`src/rtl/hazard_ctrl.sv`:
```
// hazard_ctrl: pipeline hazard unit with load-use stall FSM, operand forwarding and stall/flush counters.
module hazard_ctrl #(
    parameter logic [2:0] WD_DRAM  = 3'd1,
    parameter int         LU_STALL = 1
) (
    input  logic        clk,
    input  logic        rst_n,
    input  logic [4:0]  ID_rs1,
    input  logic [4:0]  ID_rs2,
    input  logic        ID_re1,
    input  logic        ID_re2,
    input  logic [4:0]  EX_wR,
    input  logic        EX_we_rf,
    input  logic [2:0]  EX_wd_sel,
    input  logic [4:0]  MEM_wR,
    input  logic        MEM_we_rf,
    input  logic [4:0]  WB_wR,
    input  logic        WB_we_rf,
    input  logic        EX_redirect,
    input  logic        mem_busy,
    input  logic        clr_cnt,
    output logic        stall_PC,
    output logic        stall_IF_ID,
    output logic        stall_ID_EX,
    output logic        stall_EX_MEM,
    output logic        flush_IF_ID,
    output logic        flush_ID_EX,
    output logic [1:0]  fwd_A_sel,
    output logic [1:0]  fwd_B_sel,
    output logic [15:0] stall_cycles,
    output logic [15:0] flush_events
);
    typedef enum logic {RUN = 1'b0, LU_WAIT = 1'b1} state_t;
    localparam logic [1:0] LU_INIT = 2'(LU_STALL - 1);

    state_t      r_state, w_state_nxt;
    logic [1:0]  r_lu_cnt, w_lu_cnt_nxt;
    logic [15:0] r_stall_cycles, r_flush_events;
    logic        w_lu_hazard, w_busy, w_redir, w_lu;

    function automatic logic [1:0] fwd_sel(input logic [4:0] rs);
        return (MEM_we_rf && MEM_wR != 5'd0 && MEM_wR == rs) ? 2'b01 :
               (WB_we_rf  && WB_wR  != 5'd0 && WB_wR  == rs) ? 2'b10 : 2'b00;
    endfunction

    assign w_lu_hazard = EX_we_rf && EX_wd_sel == WD_DRAM && EX_wR != 5'd0 &&
                         ((ID_re1 && ID_rs1 == EX_wR) || (ID_re2 && ID_rs2 == EX_wR));

    always_ff @(posedge clk) begin
        if (!rst_n) begin
            r_state  <= RUN;
            r_lu_cnt <= 2'd0;
        end else begin
            r_state  <= w_state_nxt;
            r_lu_cnt <= w_lu_cnt_nxt;
        end
    end

    // mem_busy freezes the FSM; redirect aborts any pending load-use wait
    always_comb begin
        w_state_nxt  = r_state;
        w_lu_cnt_nxt = r_lu_cnt;
        if (!mem_busy) begin
            if (EX_redirect) begin
                w_state_nxt  = RUN;
                w_lu_cnt_nxt = 2'd0;
            end else if (r_state == LU_WAIT) begin
                w_lu_cnt_nxt = r_lu_cnt - 2'd1;
                w_state_nxt  = (r_lu_cnt == 2'd1) ? RUN : LU_WAIT;
            end else if (w_lu_hazard && LU_STALL > 1) begin
                w_state_nxt  = LU_WAIT;
                w_lu_cnt_nxt = LU_INIT;
            end
        end
    end

    always_comb begin
        w_busy       = rst_n && mem_busy;
        w_redir      = rst_n && !mem_busy && EX_redirect;
        w_lu         = rst_n && !mem_busy && !EX_redirect && (r_state == LU_WAIT || w_lu_hazard);
        stall_PC     = w_busy || w_lu;
        stall_IF_ID  = w_busy || w_lu;
        stall_ID_EX  = w_busy;
        stall_EX_MEM = w_busy;
        flush_IF_ID  = w_redir;
        flush_ID_EX  = w_redir || w_lu;
        fwd_A_sel    = rst_n ? fwd_sel(ID_rs1) : 2'b00;
        fwd_B_sel    = rst_n ? fwd_sel(ID_rs2) : 2'b00;
    end

    always_ff @(posedge clk) begin
        if (!rst_n || clr_cnt) begin
            r_stall_cycles <= 16'd0;
            r_flush_events <= 16'd0;
        end else begin
            if (stall_PC && r_stall_cycles != 16'hFFFF)
                r_stall_cycles <= r_stall_cycles + 16'd1;
            if (w_redir && r_flush_events != 16'hFFFF)
                r_flush_events <= r_flush_events + 16'd1;
        end
    end

    assign stall_cycles = r_stall_cycles;
    assign flush_events = r_flush_events;
endmodule

```
`config.mk`:
```
export PLATFORM = sky130hd
export DESIGN_NAME = hazard_ctrl
export DESIGN_NICKNAME = d
export VERILOG_FILES = /design/src/rtl/hazard_ctrl.sv
export SDC_FILE = /design/constraint.sdc
export NUM_CORES = 1
export LEC_CHECK = 0
export BUFFER_PORTS_ARGS = -buffer_cell sky130_fd_sc_hd__buf_4
export CORE_UTILIZATION = 50
export DETAILED_ROUTE_END_ITERATION = 8
export PLACE_DENSITY = 0.91
export SETUP_SLACK_MARGIN = 0.3
export SLEW_MARGIN = 20
export SYNTH_ARGS = -nofsm -noshare
export SYNTH_HDL_FRONTEND = slang
export SYNTH_SLANG_ARGS = --single-unit
```
`constraint.sdc`:
```
create_clock -name clk -period 2 [get_ports clk]
set_input_delay 0.4 -clock clk [delete_from_list [all_inputs] [get_ports clk]]
set_output_delay 0.4 -clock clk [all_outputs]
set_load 0.01 [all_outputs]
```
==> results.json <==
{
  "numCtsBuffers": 5,
  "crit_required_ns": 2.16,
  "power_frac_clock": 0.333,
  "hpwl_um": 4564,
  "tightestPinTransition_ns": 0.4853,
  "overflow": 0,
  "antenna_found_initial": 0,
  "setup_ws_ns": -0.1999,
  "start_util": 0.5331,
  "violations": "setup timing",
  "netlist.top_cell.by_area": "dfxtp_1",
  "rsz0062_at_grt": "true",
  "detail_route.first_pass.iterations": 8,
  "p_leak_nw": 1.519,
  "comb_power_share": 0.229,
  "htreeDepth": 2,
  "p_int_w": 0.001098,
  "die_y_um": 68.01,
  "avgSynthCellArea_um2": 8.128,
  "viasPerCell": 7.023,
  "initialDrtViolationCount": 576,
  "dieArea_mm2": 0.004625,
  "insertion_delay_ns": 0.30,
  "critPathCaptureType": "flip-flop",
  "place.gp.congestion": 0.9416,
  "synth_top_area_frac": 0.3217,
  "ys_warn_count": 0,
  "hp-class": "primary input to flip-flop",
  "io-pin-count": 80,
  "fillers": 137,
  "skew_ns": 0.01190,
  "fmax_mhz": 454.6,
  "relSlewSlack": 0.6753,
  "synth-compound-area-share": 0.1298,
  "grt_max_degree": 31,
  "grt_first_pass_wirelength_um": 13600,
  "drive_above_1_share": 0.5795,
  "postSynth.asyncResetShare": 0,
  "num_antenna_cells": 0,
  "powerDensity_mw_per_mm2": 414.7,
  "swShare": 0.2982,
  "synth.area.mux_share": 0.004595,
  "core_area_mm2": 0.004086,
  "synth_simple_gate_area_frac": 0.2998,
  "grt.total_usage": 0.4069,
  "fin_crit_ns": 2.200,
  "worstPathArrival_ns": 2.36,
  "period_share": 1.100,
  "drc": 0,
  "synth.net_count": 309,
  "antenna_left": 0,
  "syn_inst": 268,
  "rows": 23,
  "ir_drop_uv": 472.2,
  "area_delta_synth_final_pct": 73.18,
  "status": "finished, violations left",
  "setup_viol": 21,
  "power.switching_w": 0.0004666,
  "yosys.area_share.adder": 0.01723,
  "maxCapViolCount": 0,
  "synth_edf_count": 0,
  "cts_root_buf": "clkbuf_8",
  "clk_path_buf_depth": 2,
  "fin_nets": 430,
  "critPathMaxFanout": 7,
  "synth_sequential_area_ratio": 0.3217,
  "wire_per_inst_um": 26.55,
  "hold_buffers": 0,
  "ys.flop_type": "dfxtp_1",
  "utilization": 0.9231,
  "routed-via-count": 3090,
  "start_kind": "flip-flop",
  "synth_top_family_by_area": "simple AND/OR/NAND/NOR gates",
  "pwr-share-seq": 0.438,
  "fp.dieW_um": 68.01,
  "worstSetupPathType": "flip-flop to flip-flop",
  "grt_pass1_vias": 2671,
  "pre_cts_ws_ns": -0.06287,
  "drv_slew": 0,
  "cts_sinks": 35,
  "ys_ff_latch": 35,
  "synth_xor_area_frac": 0.1809,
  "drt_wl_total_um": 11680,
  "path_clk_slew_ns": 0.08,
  "hold_viol_final": 0,
  "portBuffers": 79,
  "synth_area_mm2": 0.002178,
  "synth.area.top_cells": "dfxtp_1 32%, xnor2_1 9.6%, xor2_1 8.4%, nor2_1 4.5%, nand3_1 3.9%",
  "cts_tree": "yes",
  "synthDistinctLibCells": 42,
  "finalPower_w": 0.001564
}
## critical path: stages, from the launching register on
cell,delay (ns)
dfxtp_1,0.44
nand4_1,0.26
nor4_4,0.39
nor4b_4,0.09
a21oi_2,0.34
buf_4,0.19
buf_12,0.11
or3_1,0.14
a21oi_1,0.08
## per-stage QoR
step	setup TNS (ns)	std cells	area, um2	hold WS [ns]
floorplan	0	268	2297	0.4555
global placement	-0.03625	396	2957	0.4588
detailed placement	-0.09675	396	2957	0.4703
CTS	-0.04425	427	3476	0.3708
global route	-8.159	440	3772	0.3963
finish	-3.057	440	3772	0.3772
## power groups by stage
stage / registers [W] / logic [W] / clock network (W)
global placement: 0.000714 / 0.000239 / 0
floorplan: 0.000714 / 0.000121 / 0
finish: 0.000685 / 0.000359 / 0.000520
detailed placement: 0.000714 / 0.000246 / 0
CTS: 0.000694 / 0.000303 / 0.000504
global route: 0.000686 / 0.000379 / 0.000542
## metal layers
layer	GRT usage	vias up	wire, um
met1	0.4612	1374	3714
li1	-	1199	-
met4	0.2578	0	1156
met5	0	-	0
met2	0.6581	373	5102
met3	0.1250	144	1707
## repair_timing
item,in CTS,in global routing
endpoints found under the setup margin,29,33
buffers inserted,20,13
cloned,3,0
gates resized for setup,57,58
pin swaps,40,29
## placed cells by master (no fill, tap or decap), types with 5 or more instances in the layout
cell      instances
xnor2_2           6
o21ai_1           6
o21ai_2           5
xnor2_1          18
nand2_1          13
nor2_1           25
nand3_1          13
dfxtp_4          11
dfxtp_1          10
buf_4           103
inv_1             5
clkbuf_8          5
or4_4             5
xor2_1           21
dfxtp_2          14
buf_6            17
or3_4             8
a21oi_1           7
nand4_1          10
a21oi_2           9
## synth_stat cells, types with 2 or more instances
| cell | n |
|---|---|
| and2_1 | 5 |
| inv_1 | 7 |
| a21oi_2 | 2 |
| buf_4 | 2 |
| nand2b_1 | 2 |
| o21ai_0 | 4 |
| nor2b_1 | 2 |
| a21boi_0 | 2 |
| and4_1 | 4 |
| dfxtp_1 | 35 |
| or3_1 | 12 |
| and3_1 | 5 |
| nand3_1 | 17 |
| o211ai_1 | 2 |
| ha_1 | 3 |
| xnor2_1 | 24 |
| o31ai_1 | 2 |
| nor3_1 | 5 |
| nor4_1 | 3 |
| or4_1 | 6 |
| nand3b_1 | 2 |
| o21ai_1 | 10 |
| o21a_1 | 2 |
| a21oi_1 | 16 |
| nand4_1 | 10 |
| nor2_1 | 26 |
| clkbuf_1 | 6 |
| nand2_1 | 18 |
| xor2_1 | 21 |
## cell families (layout without fill, tap and decap cells)
kind of cell / count (synthesis) / after routing
flops: 35 / 35
simple gates: 120 / 120
compound gates: 46 / 46
fa+ha+maj: 3 / 3
mux: 1 / 1
xor+xnor: 45 / 45
buf+inv: 18 / 140
## path summary, 6_finish.rpt
kind | startpoint | endpoint | slack (ns) | depth (start not counted)
worst max-delay path | stall_cycles[13] | stall_cycles[4] | -0.20 | 8
worst min-delay path | clr_cnt | stall_cycles[9] | 0.38 | 3
worst max register to register | stall_cycles[13] | stall_cycles[4] | -0.20 | 8
worst min register to register | flush_events[15] | flush_events[15] | 0.49 | 2
## flip-flops by register name (all words and copies together), names as in the netlist
register and cells:
stall_cycles 16, r_lu_cnt 2, r_state 1, flush_events 16
## final cells by class
type	instances	area, um2	area share
flip-flops and latches	35	759.5	0.2013
well taps	50	62.56	0.01658
multi-input cells	215	1775	0.4706
clock buffers	7	76.32	0.02023
clock inverters	1	5.005	0.001327
inverters	7	28.78	0.007629
repair buffers	125	1065	0.2823
No activity file was read; power rests on OpenSTA's default activity.
